==> config.mk <==
export PLATFORM = sky130hd
export DESIGN_NAME = instruction_encoder_flat
export DESIGN_NICKNAME = d
export VERILOG_FILES = /design/src/rtl/instruction_encoder_if.sv /design/src/rtl/instruction_encoder.sv /design/src/flat_wrapper.sv
export SDC_FILE = /design/constraint.sdc
export NUM_CORES = 1
export LEC_CHECK = 0
export BUFFER_PORTS_ARGS = -buffer_cell sky130_fd_sc_hd__buf_4
export CORE_AREA = 4 4 152 154
export CTS_CLUSTER_SIZE = 12
export DETAILED_ROUTE_END_ITERATION = 8
export DIE_AREA = 0 0 156 158
export PLACE_DENSITY_LB_ADDON = 0.3
export SETUP_SLACK_MARGIN = 0.05
export SLEW_MARGIN = 0
export SYNTH_ARGS = -nofsm -noshare
export SYNTH_HDL_FRONTEND = slang
export SYNTH_SLANG_ARGS = --single-unit
==> constraint.sdc <==
create_clock -name clk -period 26.6 [get_ports clk]
set_clock_uncertainty 0.1 [all_clocks]
set_input_delay 5.32 -clock clk [delete_from_list [all_inputs] [get_ports clk]]
set_output_delay 5.32 -clock clk [all_outputs]
set_load 0.03 [all_outputs]
==> src/rtl/instruction_encoder_if.sv <==
`default_nettype none
// ----------------------------------------------------------------------------
// instruction_encoder_if : request and output-queue bundle of the encoder
// Revision 1.0
// ----------------------------------------------------------------------------
interface instruction_encoder_if;
  logic        in_valid;
  logic        in_ready;
  logic [6:0]  in_opcode;
  logic [4:0]  in_rd;
  logic [4:0]  in_rs1;
  logic [4:0]  in_rs2;
  logic [2:0]  in_funct3;
  logic [6:0]  in_funct7;
  logic [31:0] in_imm;
  logic        out_valid;
  logic        out_ready;
  logic [31:0] out_instr;
  logic [31:0] out_addr;
  logic        err;
  logic [7:0]  err_count;

  modport slave (
    input  in_valid, in_opcode, in_rd, in_rs1, in_rs2, in_funct3, in_funct7,
           in_imm, out_ready,
    output in_ready, out_valid, out_instr, out_addr, err, err_count
  );

  modport master (
    output in_valid, in_opcode, in_rd, in_rs1, in_rs2, in_funct3, in_funct7,
           in_imm, out_ready,
    input  in_ready, out_valid, out_instr, out_addr, err, err_count
  );
endinterface
`default_nettype wire

==> src/rtl/instruction_encoder.sv <==
`default_nettype none
// ----------------------------------------------------------------------------
// instruction_encoder : packs RV32I fields into instruction words, queued with
//                       sequential addresses for instruction-memory loading
// Revision 1.0
// ----------------------------------------------------------------------------
module instruction_encoder #(
  parameter int unsigned FIFO_DEPTH = 4,
  parameter logic [31:0] BASE_ADDR  = 32'h0000_0000
) (
  input  wire logic             clk,
  input  wire logic             rst,
  instruction_encoder_if.slave  enc_if
);

  localparam int unsigned AW      = $clog2(FIFO_DEPTH);
  localparam logic [AW:0] C_DEPTH = (AW+1)'(FIFO_DEPTH);

  localparam logic [6:0] C_OP_R    = 7'b0110011;
  localparam logic [6:0] C_OP_LOAD = 7'b0000011;
  localparam logic [6:0] C_OP_JALR = 7'b1100111;
  localparam logic [6:0] C_OP_IMM  = 7'b0010011;
  localparam logic [6:0] C_OP_S    = 7'b0100011;
  localparam logic [6:0] C_OP_B    = 7'b1100011;
  localparam logic [6:0] C_OP_LUI  = 7'b0110111;
  localparam logic [6:0] C_OP_AUI  = 7'b0010111;
  localparam logic [6:0] C_OP_J    = 7'b1101111;

  logic [31:0] instr_mem_q [FIFO_DEPTH];
  logic [31:0] addr_mem_q  [FIFO_DEPTH];
  logic [AW-1:0] wr_ptr_q, rd_ptr_q;
  logic [AW:0]   count_q, count_d;
  logic [31:0]   addr_ctr_q;
  logic          err_q;
  logic [7:0]    err_cnt_q;

  logic [31:0] word_enc;
  logic        legal_enc;
  logic        fits12, fits13, fits21;
  logic        accept, push, pop;
  logic [31:0] imm;
  logic [6:0]  op;

  assign imm = enc_if.in_imm;
  assign op  = enc_if.in_opcode;

  // Signed range checks: upper bits must be a pure sign extension.
  assign fits12 = (&imm[31:11]) | (~|imm[31:11]);
  assign fits13 = (&imm[31:12]) | (~|imm[31:12]);
  assign fits21 = (&imm[31:20]) | (~|imm[31:20]);

  always_comb begin
    word_enc  = 32'h0;
    legal_enc = 1'b0;
    case (op)
      C_OP_R: begin
        word_enc  = {enc_if.in_funct7, enc_if.in_rs2, enc_if.in_rs1,
                     enc_if.in_funct3, enc_if.in_rd, op};
        legal_enc = 1'b1;
      end
      C_OP_LOAD, C_OP_JALR, C_OP_IMM: begin
        word_enc  = {imm[11:0], enc_if.in_rs1, enc_if.in_funct3,
                     enc_if.in_rd, op};
        legal_enc = fits12;
      end
      C_OP_S: begin
        word_enc  = {imm[11:5], enc_if.in_rs2, enc_if.in_rs1,
                     enc_if.in_funct3, imm[4:0], op};
        legal_enc = fits12;
      end
      C_OP_B: begin
        word_enc  = {imm[12], imm[10:5], enc_if.in_rs2, enc_if.in_rs1,
                     enc_if.in_funct3, imm[4:1], imm[11], op};
        legal_enc = fits13 & ~imm[0];
      end
      C_OP_LUI, C_OP_AUI: begin
        word_enc  = {imm[31:12], enc_if.in_rd, op};
        legal_enc = ~|imm[11:0];
      end
      C_OP_J: begin
        word_enc  = {imm[20], imm[10:1], imm[11], imm[19:12],
                     enc_if.in_rd, op};
        legal_enc = fits21 & ~imm[0];
      end
      default: begin
        word_enc  = 32'h0;
        legal_enc = 1'b0;
      end
    endcase
  end

  assign enc_if.in_ready  = (count_q != C_DEPTH);
  assign enc_if.out_valid = (count_q != '0);
  assign accept = enc_if.in_valid & enc_if.in_ready;
  assign push   = accept & legal_enc;
  assign pop    = enc_if.out_valid & enc_if.out_ready;

  always_comb begin
    count_d = count_q;
    case ({push, pop})
      2'b10:   count_d = count_q + 1'b1;
      2'b01:   count_d = count_q - 1'b1;
      default: count_d = count_q;
    endcase
  end

  // Storage is cleared on reset so the head never shows stale data.
  always_ff @(posedge clk or posedge rst) begin
    if (rst) begin
      for (int i = 0; i < FIFO_DEPTH; i++) begin
        instr_mem_q[i] <= 32'h0;
        addr_mem_q[i]  <= 32'h0;
      end
      wr_ptr_q   <= '0;
      rd_ptr_q   <= '0;
      count_q    <= '0;
      addr_ctr_q <= BASE_ADDR;
      err_q      <= 1'b0;
      err_cnt_q  <= 8'h00;
    end else begin
      count_q <= count_d;
      err_q   <= accept & ~legal_enc;
      if (push) begin
        instr_mem_q[wr_ptr_q] <= word_enc;
        addr_mem_q[wr_ptr_q]  <= addr_ctr_q;
        wr_ptr_q              <= wr_ptr_q + 1'b1;
        addr_ctr_q            <= addr_ctr_q + 32'd4;
      end
      if (pop) begin
        rd_ptr_q <= rd_ptr_q + 1'b1;
      end
      if (accept && !legal_enc && err_cnt_q != 8'hFF) begin
        err_cnt_q <= err_cnt_q + 8'd1;
      end
    end
  end

  assign enc_if.out_instr = instr_mem_q[rd_ptr_q];
  assign enc_if.out_addr  = addr_mem_q[rd_ptr_q];
  assign enc_if.err       = err_q;
  assign enc_if.err_count = err_cnt_q;

endmodule
`default_nettype wire

==> src/flat_wrapper.sv <==
// flat-port wrapper written by rule: the top's interface ports become plain ports
module instruction_encoder_flat 
#(
  parameter int unsigned FIFO_DEPTH = 4,
  parameter logic [31:0] BASE_ADDR  = 32'h0000_0000
)
  (clk, rst, enc_if_in_valid, enc_if_in_opcode, enc_if_in_rd, enc_if_in_rs1, enc_if_in_rs2, enc_if_in_funct3, enc_if_in_funct7, enc_if_in_imm, enc_if_out_ready, enc_if_in_ready, enc_if_out_valid, enc_if_out_instr, enc_if_out_addr, enc_if_err, enc_if_err_count);
  instruction_encoder_if enc_if_i ();
  input  wire logic clk;
  input  wire logic rst;
  input wire logic [$bits(enc_if_i.in_valid)-1:0] enc_if_in_valid;
  input wire logic [$bits(enc_if_i.in_opcode)-1:0] enc_if_in_opcode;
  input wire logic [$bits(enc_if_i.in_rd)-1:0] enc_if_in_rd;
  input wire logic [$bits(enc_if_i.in_rs1)-1:0] enc_if_in_rs1;
  input wire logic [$bits(enc_if_i.in_rs2)-1:0] enc_if_in_rs2;
  input wire logic [$bits(enc_if_i.in_funct3)-1:0] enc_if_in_funct3;
  input wire logic [$bits(enc_if_i.in_funct7)-1:0] enc_if_in_funct7;
  input wire logic [$bits(enc_if_i.in_imm)-1:0] enc_if_in_imm;
  input wire logic [$bits(enc_if_i.out_ready)-1:0] enc_if_out_ready;
  output wire logic [$bits(enc_if_i.in_ready)-1:0] enc_if_in_ready;
  output wire logic [$bits(enc_if_i.out_valid)-1:0] enc_if_out_valid;
  output wire logic [$bits(enc_if_i.out_instr)-1:0] enc_if_out_instr;
  output wire logic [$bits(enc_if_i.out_addr)-1:0] enc_if_out_addr;
  output wire logic [$bits(enc_if_i.err)-1:0] enc_if_err;
  output wire logic [$bits(enc_if_i.err_count)-1:0] enc_if_err_count;
  assign enc_if_i.in_valid = enc_if_in_valid;
  assign enc_if_i.in_opcode = enc_if_in_opcode;
  assign enc_if_i.in_rd = enc_if_in_rd;
  assign enc_if_i.in_rs1 = enc_if_in_rs1;
  assign enc_if_i.in_rs2 = enc_if_in_rs2;
  assign enc_if_i.in_funct3 = enc_if_in_funct3;
  assign enc_if_i.in_funct7 = enc_if_in_funct7;
  assign enc_if_i.in_imm = enc_if_in_imm;
  assign enc_if_i.out_ready = enc_if_out_ready;
  assign enc_if_in_ready = enc_if_i.in_ready;
  assign enc_if_out_valid = enc_if_i.out_valid;
  assign enc_if_out_instr = enc_if_i.out_instr;
  assign enc_if_out_addr = enc_if_i.out_addr;
  assign enc_if_err = enc_if_i.err;
  assign enc_if_err_count = enc_if_i.err_count;
  instruction_encoder #(.FIFO_DEPTH(FIFO_DEPTH), .BASE_ADDR(BASE_ADDR)) u_core (.clk(clk), .rst(rst), .enc_if(enc_if_i));
endmodule
==> results of run 1 <==
-- synth_stat cells (all sizes together) (3+ instances only) --
| cell | instances | area (um2) |
|---|---|---|
| or2 | 3 | 18.8 |
| a21oi | 4 | 20.0 |
| ha | 7 | 87.6 |
| dfrtp | 294 | 7360 |
| and3 | 13 | 81.3 |
| nor2 | 15 | 56.3 |
| o211ai | 6 | 100 |
| xnor2 | 23 | 201 |
| o21a | 3 | 23.8 |
| a222oi | 10 | 100 |
| inv | 13 | 48.8 |
| nand2b | 11 | 68.8 |
| o21ai | 142 | 711 |
| mux4 | 62 | 1400 |
| a22oi | 13 | 97.6 |
| nand3 | 24 | 120 |
| nand2 | 161 | 604 |
| clkbuf | 30 | 113 |
| and4 | 4 | 37.5 |
| xor2 | 19 | 166 |
| nand4 | 14 | 103 |
| nor4 | 13 | 81.3 |
| mux2 | 107 | 1200 |
| buf | 48 | 403 |
| and2 | 6 | 37.5 |
| nor3 | 14 | 90.1 |
-- sequential cells by signal (all words and copies together), names as in the netlist --
register,count
u_core.rd_ptr_q,2
u_core.count_q,3
u_core.enc_if.err_count,8
u_core.instr_mem_q,128
u_core.addr_ctr_q,30
u_core.addr_mem_q,120
u_core.enc_if.err,1
u_core.wr_ptr_q,2
-- layout make-up --
cell class	count	area, um2	area share
Sequential cell	294	7360	0.475
Multi-Input combinational cell	694	5630	0.363
Timing Repair Buffer	149	1120	0.0722
Clock buffer	45	888	0.0573
Tap cell	280	350	0.0226
Clock inverter	6	90.1	0.00581
Inverter	13	56.3	0.00363
-- worst max-delay path: cells and delay by family (launching register included) --
| kind | cells | cell delay, ns |
|---|---|---|
| flops | 1 | 0.71 |
| buf+inv | 2 | 0.93 |
| mux | 1 | 0.66 |
-- layer usage --
layer,up-vias,track usage,wire length (um)
met2,319,0.421,15100
met5,-,0,0
li1,4085,-,-
met1,4692,0.343,12600
met3,59,0.0375,1810
met4,0,0.0759,842
-- cell families after synthesis --
logic type / after synthesis
buffers and inverters: 91
adder cells (fa/ha/maj): 8
other: 1
AO/OA/AOI/OAI: 188
flip-flops: 294
multiplexers: 170
XOR/XNOR: 42
AND/OR/NAND/NOR: 284
-- worst max-delay path by stage --
stage                     slack (ns)  depth (start not counted)                      startpoint                                 to
after floorplan                13.06                          1                             rst  u_core.addr_ctr_q[10]$_DFFE_PP0P_
after global placement         18.09                          8             enc_if_in_opcode[6]  u_core.addr_mem_q[83]$_DFFE_PP0P_
after detailed placement       17.99                          8             enc_if_in_opcode[6]  u_core.addr_mem_q[79]$_DFFE_PP0P_
after CTS                      18.23                          3  u_core.rd_ptr_q[0]$_DFFE_PP0P_                enc_if_out_addr[30]
after global routing           18.12                          3  u_core.rd_ptr_q[0]$_DFFE_PP0P_                 enc_if_out_addr[4]
final                          18.31                          3  u_core.rd_ptr_q[0]$_DFFE_PP0P_                 enc_if_out_addr[4]
-- power breakdown --
part           leakage [nW]  switching (mW)  internal (mW)  total [mW]
Combinational          2.76          0.0896         0.0717       0.161
Clock                 0.481           0.168          0.248       0.417
Sequential             4.05          0.0266          0.461       0.488
-- cell usage in the layout (no fill, tap or decap), drive strengths merged, types with 2 or more instances in the layout --
master  netlist  routed
and3         13      13
and3b         2       2
nor2         15      15
dfrtp       294     294
a221oi        2       2
o21a          3       3
a222oi       10      10
mux2        107     107
nor2b         2       2
nor3         14      14
xnor2        23      23
ha            7       7
nand2b       11      11
and2          6       6
nand2       161     161
nor4         13      13
o21bai        2       2
o211ai        6       6
o21ai       142     142
and4          4       4
bufinv        0       2
clkbuf       30      45
a21oi         4       4
clkinv        0       2
xor2         19      19
conb          1       2
nand3        24      24
a21boi        2       2
or2           3       3
inv          13      15
nand4        14      14
a22oi        13      13
buf          48     149
mux4         62      62
-- stage by stage --
step / cells / power (mW) / setup WS, ns / utilization / hold slack, ns
2_1_floorplan: 1079 / 0.610 / 13.06 / - / 0.329
3_3_place_gp: 1430 / 0.657 / 18.09 / 0.669 / 0.345
3_5_place_dp: 1430 / 0.660 / 17.99 / 0.669 / 0.348
4_1_cts: 1481 / 1.08 / 18.23 / 0.714 / 0.367
5_1_grt: 1481 / 1.11 / 18.12 / 0.714 / 0.379
6_report: 1481 / 1.07 / 18.31 / 0.714 / 0.362
==> results.yml, run 1 <==
run_status:
  outcome: "complete, no violations"
clock_network:
  cts_hold_buf: 0
  clk_pin_slew_worst_paths_ns: 0.06
  cts_tree: "done"
  cts_buffers: 31
  clock_sinks: 294
  clock_latency_ns: 0.55
  htree_levels: 1
  cts_buffer_depth: 3
  clk_root_buffer_cell: "clkbuf_16"
  cts_resized: 0
  post_cts.repair.setup_buffers: 0
setup_path:
  cp_common_cell: "buf_4"
  rr_endpoint: "u_core.count_q[2]$_DFFE_PP0P_"
  worstPathCellList: "buf_4 > mux4_2 > buf_4"
  r2r_cells: 11
  path_class: "flip-flop to output port"
  crit_path_top_delay_cell: "buf_4"
  start_kind: "flip-flop"
  cp-end-kind: "output port"
  cpPeakStageDelay_ns: 0.73
  worst-endpoint-arrival_ns: 2.87
  path_max_fanout: 42
  r2r_start: "u_core.count_q[0]$_DFFE_PP0P_"
  r2r_slack_ns: 23.52
  crit_required_ns: 21.18
placed_design:
  place_area_um2: 14500
  dp_hpwl_um: 19600
  gp_routability_congestion: 0.859
  io_buffers: 140
timing:
  worst_slew_pin_slew_ns: 0.984
  fmax_mhz: 121
  post-route-period-util: 0.312
  rsz0062_at_grt: "no"
  finalSetupTns_ns: 0
  min_period_ns: 8.29
  final-setup-viol-count: 0
  drv_slew: 0
  final-hold-violation-count: 0
  maxSlewHeadroom: 0.344
logic_synthesis:
  postSynth.asyncResetShare: 1.00
  synth-main-ff-cell: "dfrtp_1"
  synthMuxAreaShare: 0.193
  syn_avg_cell_area_um2: 12.6
  synth_top_family_by_area: "multiplexers"
  synthXorXnorAreaFrac: 0.0272
  synthAdderAreaFrac: 0.00794
  syn-cell-area_um2: 13500
  yosys.area_share.simple: 0.0991
  ys_seq_area_frac: 0.543
  synthDistinctLibCells: 52
  yosysWarnings: 0
  ys_seq_elements: 294
  postSynthCellCount: 1078
  synth_edf_count: 0
  synth_compound_area_frac: 0.0880
cells_and_area:
  design_area_um2: 15500
  layout.nets: 1259
  drive_above_1_share: 0.314
  antenna_cells: 0
  area_growth_pct: 14.4
  fill_cells: 1484
power_and_ir_drop:
  ir_worst_vdd_mv: 0.0515
  power_density_nw_per_um2: 68.8
  leakagePower_nw: 7.29
routing:
  post_drt_wl_per_cell_um: 20.5
  wirelength_um: 30400
  drt-initial-drc-count: 694
  vias: 9155
  dr.pass1.iters: 6
  vias_per_cell: 6.18
  final_antenna_net_count: 0
  post-route-drc-count: 0
global_routing:
  antenna_found_initial: 0
  grt_pass1_vias: 9452
  grt_pass1_wl_um: 49600
  overflow: 0
  grt_max_degree: 144
  grt_util_all_layers: 0.250
min_path:
  hold_end: "u_core.instr_mem_q[97]$_DFFE_PP0P_"
  hp-class: "flip-flop to flip-flop"
  hold_depth: 1
  hp-start: "u_core.instr_mem_q[97]$_DFFE_PP0P_"
die:
  die-area_um2: 24600
  core_area_um2: 21700
  die_h_um: 158
  dieWidth_um: 156
  rows: 54
  start_util: 0.625
  ios: 143
run:
  maxCapViolations: 0
Power figures use the tool's default switching activity.
==> inputs of run 2 (changes only) <==
--- a/config.mk
+++ b/config.mk
@@ -6,10 +6,10 @@
 export NUM_CORES = 1
 export LEC_CHECK = 0
 export BUFFER_PORTS_ARGS = -buffer_cell sky130_fd_sc_hd__buf_4
-export CORE_AREA = 4 4 152 154
+export CORE_AREA = 4 4 157 159
 export CTS_CLUSTER_SIZE = 12
 export DETAILED_ROUTE_END_ITERATION = 8
-export DIE_AREA = 0 0 156 158
+export DIE_AREA = 0 0 161 163
 export PLACE_DENSITY_LB_ADDON = 0.3
 export SETUP_SLACK_MARGIN = 0.05
 export SLEW_MARGIN = 0
==> constraint.sdc (replaced) <==
create_clock -name clk -period 8.2 [get_ports clk]
set_clock_uncertainty 0.1 [all_clocks]
set_input_delay 1.64 -clock clk [delete_from_list [all_inputs] [get_ports clk]]
set_output_delay 1.64 -clock clk [all_outputs]
set_load 0.03 [all_outputs]
==> run 2 against run 1 <==
Count of clock-buffer cells in the layout decreased by 2. Global-route usage decreased by 1.3 points. Critical path depth unchanged. Sequential cell count unchanged. Non-clock buffer count increased by 1. Die area increased by 6.5%. First-iteration DRC count decreased by 2.9%. Final area increased by 0.47%. Critical path type unchanged. Largest cell class unchanged.
==> results.yml, run 2 (synthesis results as in run 1) <==
run_status:
  outcome: "complete, no violations"
global_routing:
  grt_pass1_wl_um: 49800
  grt_pass1_vias: 9020
  grt_util_all_layers: 0.237
  antenna_found_initial: 0
  grt_max_degree: 111
  overflow: 0
timing:
  final-setup-viol-count: 0
  worst_slew_pin_slew_ns: 1.06
  maxSlewHeadroom: 0.290
  fmax_mhz: 216
  post-route-period-util: 0.565
  drv_slew: 0
  min_period_ns: 4.63
  final-hold-violation-count: 0
  rsz0062_at_grt: "no"
  finalSetupTns_ns: 0
power_and_ir_drop:
  ir_worst_vdd_mv: 0.165
  power_density_nw_per_um2: 222
  leakagePower_nw: 7.30
cells_and_area:
  fill_cells: 1725
  design_area_um2: 15600
  largestRegisters: "u_core.instr_mem_q (128), u_core.addr_mem_q (120), u_core.addr_ctr_q (30)"
  largest_reg_flops: 128
  drive_above_1_share: 0.318
  layout_commonest_cell: "dfrtp_1"
  area_growth_pct: 14.9
  antenna_cells: 0
  top_register: "u_core.instr_mem_q"
  final_cell_mix: "dfrtp_1, nand2_1, buf_4"
  layout.nets: 1260
run:
  maxCapViolations: 0
setup_path:
  start_kind: "flip-flop"
  worst-endpoint-arrival_ns: 2.89
  cp-end-kind: "output port"
  path_max_fanout: 55
  path_class: "flip-flop to output port"
  crit_required_ns: 6.46
clock_network:
  cts_resized: 0
  clock_latency_ns: 0.55
  cts_tree: "done"
  cts_hold_buf: 0
  clk_root_buffer_cell: "clkbuf_16"
  clk_pin_slew_worst_paths_ns: 0.06
  cts_buffers: 31
  htree_levels: 1
  clock_sinks: 294
  post_cts.repair.setup_buffers: 0
  cts_buffer_depth: 3
routing:
  final_antenna_net_count: 0
  post-route-drc-count: 0
  post_drt_wl_per_cell_um: 20.3
  vias: 9010
  dr.pass1.iters: 5
  drt-initial-drc-count: 674
  vias_per_cell: 5.93
  wirelength_um: 30800
die:
  start_util: 0.582
  dieWidth_um: 161
  die_h_um: 163
  core_area_um2: 23300
  ios: 143
  die-area_um2: 26200
  rows: 56
min_path:
  hp-class: "flip-flop to flip-flop"
placed_design:
  gp_routability_congestion: 0.877
  dp_hpwl_um: 20000
  io_buffers: 140
  place_area_um2: 14600
==> run 2: cell type report <==
cell class | count | area [um2] | area share
Timing Repair Buffer | 150 | 1150 | 0.0739
Sequential cell | 294 | 7360 | 0.473
Clock buffer | 43 | 911 | 0.0585
Clock inverter | 6 | 62.6 | 0.00402
Tap cell | 319 | 399 | 0.0256
Multi-Input combinational cell | 694 | 5630 | 0.362
Inverter | 13 | 52.6 | 0.00338
==> run 2: path summary, 6_finish.rpt <==
check                                                  start                                      to  slack (ns)  depth (start not counted)
setup / recovery              u_core.rd_ptr_q[0]$_DFFE_PP0P_                     enc_if_out_addr[10]        3.57                          3
hold reg to reg            u_core.instr_mem_q[1]$_DFFE_PP0P_       u_core.instr_mem_q[1]$_DFFE_PP0P_        0.36                          1
setup reg to reg               u_core.count_q[0]$_DFFE_PP0P_           u_core.count_q[2]$_DFFE_PP0P_        5.18                         11
hold / removal             u_core.instr_mem_q[1]$_DFFE_PP0P_       u_core.instr_mem_q[1]$_DFFE_PP0P_        0.36                          1
max in group asynchronous                                rst  u_core.enc_if.err_count[5]$_DFFE_PP0P_        5.26                          4
min in group asynchronous                                rst       u_core.addr_mem_q[66]$_DFFE_PP0P_        1.19                          2
==> run 2: routing by layer <==
| metal | routed length [um] | vias up | track usage |
|---|---|---|---|
| met2 | 14800 | 330 | 0.384 |
| li1 | - | 4080 | - |
| met5 | 0 | - | 0 |
| met3 | 1990 | 53 | 0.0387 |
| met1 | 13300 | 4547 | 0.342 |
| met4 | 744 | 0 | 0.0574 |
==> run 2: through the flow <==
stage	std cells	utilization	total power [mW]	hold WS [ns]	worst slack (ns)
after floorplan	1079	-	1.98	0.329	2.56
after global placement	1470	0.627	2.14	0.345	3.33
after detailed placement	1470	0.627	2.15	0.347	3.19
after CTS	1519	0.669	3.49	0.365	3.48
after global routing	1519	0.669	3.60	0.370	3.37
final	1519	0.669	3.46	0.363	3.57
==> run 2: critical path, cell delays in order (launching register included) <==
cell and delay [ns]:
dfrtp_4 0.56, buf_4 0.88, mux4_2 0.67, buf_4 0.20
==> run 2: power breakdown <==
group	leakage (nW)	internal [mW]	switching [mW]
combinational	2.77	0.235	0.314
sequential	4.05	1.50	0.0681
clock	0.485	0.794	0.554
==> inputs of run 3 (changes only) <==
==> constraint.sdc (replaced) <==
create_clock -name clk -period 4.31 [get_ports clk]
set_clock_uncertainty 0.1 [all_clocks]
set_input_delay 0.862 -clock clk [delete_from_list [all_inputs] [get_ports clk]]
set_output_delay 0.862 -clock clk [all_outputs]
set_load 0.03 [all_outputs]
==> run 3 against run 2 <==
Routed wire length decreased by 0.80%. Utilization increased by 0.49 points. Final area increased by 0.74%. Worst hold slack improved by 0.0045 ns. Critical path depth unchanged. Critical path type unchanged. Critical endpoint is now enc_if_out_addr[30]. Largest cell class unchanged.
==> results.yml, run 3 (synthesis results as in run 1) <==
routing:
  wirelength_um: 30600
  vias: 8984
  drt-initial-drc-count: 684
  vias_per_cell: 5.87
  final_antenna_net_count: 0
  top_layer_used: "met4"
  dr.pass1.iters: 7
  wl_met2_um: 15000
  met1_length_um: 13200
  dr_wl_met3_um: 1700
  post_drt_wl_per_cell_um: 20.0
  post-route-drc-count: 0
setup_path:
  path_class: "flip-flop to output port"
  crit_required_ns: 3.35
  cpLargestDelayFamily: "flip-flops"
  start_kind: "flip-flop"
  crit_buf_inv: 2
  r2r_slack_ns: 1.50
  cp-end-kind: "output port"
  worst-endpoint-arrival_ns: 2.41
  cpPeakStageDelay_ns: 0.64
  path_max_fanout: 49
  r2r_start: "u_core.count_q[0]$_DFFE_PP0P_"
  crit_path_top_delay_cell: "dfrtp_4"
  worstPathCellList: "buf_12 > mux4_2 > buf_4"
  r2r_cells: 11
  rr_endpoint: "u_core.count_q[2]$_DFFE_PP0P_"
run:
  maxCapViolations: 0
die:
  ios: 143
  die_h_um: 163
  rows: 56
  core_area_um2: 23300
  dieWidth_um: 161
  die-area_um2: 26200
  start_util: 0.582
clock_network:
  clock_sinks: 294
  htree_levels: 1
  cts_hold_buf: 0
  clock_latency_ns: 0.55
  post_cts.repair.setup_buffers: 0
  cts_resized: 0
  cts_tree: "done"
  clk_pin_slew_worst_paths_ns: 0.07
  clk_root_buffer_cell: "clkbuf_16"
  cts_buffer_depth: 3
  cts_buffers: 31
cells_and_area:
  layout.nets: 1270
  drive_above_1_share: 0.317
  layout_commonest_cell: "dfrtp_1"
  design_area_um2: 15700
  antenna_cells: 0
  largestRegisters: "u_core.instr_mem_q (128), u_core.addr_mem_q (120), u_core.addr_ctr_q (30)"
  area_growth_pct: 15.8
  largest_reg_flops: 128
  top_register: "u_core.instr_mem_q"
  fill_cells: 1735
  utilization: 0.674
  final_cell_mix: "dfrtp_1, nand2_1, buf_4"
timing:
  final-setup-viol-count: 0
  worst_slew_pin_slew_ns: 0.888
  final-hold-violation-count: 0
  fmax_mhz: 297
  min_period_ns: 3.37
  rsz0062_at_grt: "no"
  post-route-period-util: 0.782
  maxSlewHeadroom: 0.407
  drv_slew: 0
global_routing:
  overflow: 0
  grt_util_all_layers: 0.239
  antenna_found_initial: 0
  grt_pass1_vias: 9346
  grt_pass1_wl_um: 50600
  grt_max_degree: 87
power_and_ir_drop:
  power_density_nw_per_um2: 416
  ir_worst_vdd_mv: 0.310
  leakagePower_nw: 7.36
placed_design:
  io_buffers: 140
  place_area_um2: 14700
  gp_routability_congestion: 0.858
  dp_hpwl_um: 20300
min_path:
  hp-start: "u_core.instr_mem_q[96]$_DFFE_PP0P_"
  hold_end: "u_core.instr_mem_q[96]$_DFFE_PP0P_"
  hold_depth: 1
  hp-class: "flip-flop to flip-flop"
run_status:
  outcome: "complete, no violations"
[run 3: routing by layer]
metal	global-route usage	vias to the layer above
li1	-	4084
met1	0.334	4556
met2	0.398	292
met3	0.0352	52
met4	0.0644	0
met5	0	-
[run 3: worst max-delay path by stage]
| stage | depth (start not counted) | end | start |
|---|---|---|---|
| CTS | 3 | enc_if_out_addr[30] | u_core.rd_ptr_q[0]$_DFFE_PP0P_ |
| global placement | 13 | u_core.count_q[2]$_DFFE_PP0P_ | enc_if_in_opcode[6] |
| global route | 3 | enc_if_out_addr[30] | u_core.rd_ptr_q[0]$_DFFE_PP0P_ |
| detailed placement | 13 | u_core.count_q[2]$_DFFE_PP0P_ | enc_if_in_opcode[6] |
| floorplan | 1 | u_core.addr_ctr_q[10]$_DFFE_PP0P_ | rst |
| finish | 3 | enc_if_out_addr[30] | u_core.rd_ptr_q[0]$_DFFE_PP0P_ |
[run 3: metrics by stage]
stage,cells,worst slack [ns],setup TNS (ns),power [mW],hold slack [ns]
CTS,1530,0.870,0,6.59,0.369
global placement,1480,0.747,0,4.11,0.344
finish,1530,0.939,0,6.52,0.368
floorplan,1079,-0.555,-163.21,3.77,0.329
detailed placement,1480,0.673,0,4.11,0.353
global route,1530,0.797,0,6.81,0.382
[run 3: worst reg2reg max path, stage by stage (launching register included)]
cell	delay, ns
dfrtp_1	0.40
inv_1	0.11
nand3_1	0.13
and2_1	0.39
a21boi_4	0.25
inv_2	0.26
ha_1	0.26
inv_1	0.07
fa_1	0.37
xor2_1	0.15
nor2_1	0.11
xor2_1	0.15
[run 3: cell type report]
| class | count | area (um2) | area share |
|---|---|---|---|
| sequential | 294 | 7360 | 0.469 |
| multi-input combinational | 694 | 5630 | 0.359 |
| timing repair buffer | 160 | 1300 | 0.0830 |
| clock buffer | 48 | 900 | 0.0574 |
| tap | 319 | 399 | 0.0255 |
| inverter | 13 | 52.6 | 0.00335 |
| clock inverter | 2 | 38.8 | 0.00247 |
[run 3: report_power, final]
| group | total, mW | leakage, nW | internal [mW] | switching [mW] |
|---|---|---|---|---|
| Sequential | 3.00 | 4.05 | 2.85 | 0.156 |
| Clock | 2.48 | 0.457 | 1.47 | 1.01 |
| Combinational | 1.05 | 2.85 | 0.470 | 0.575 |
| Total | 6.52 | 7.36 | 4.79 | 1.74 |
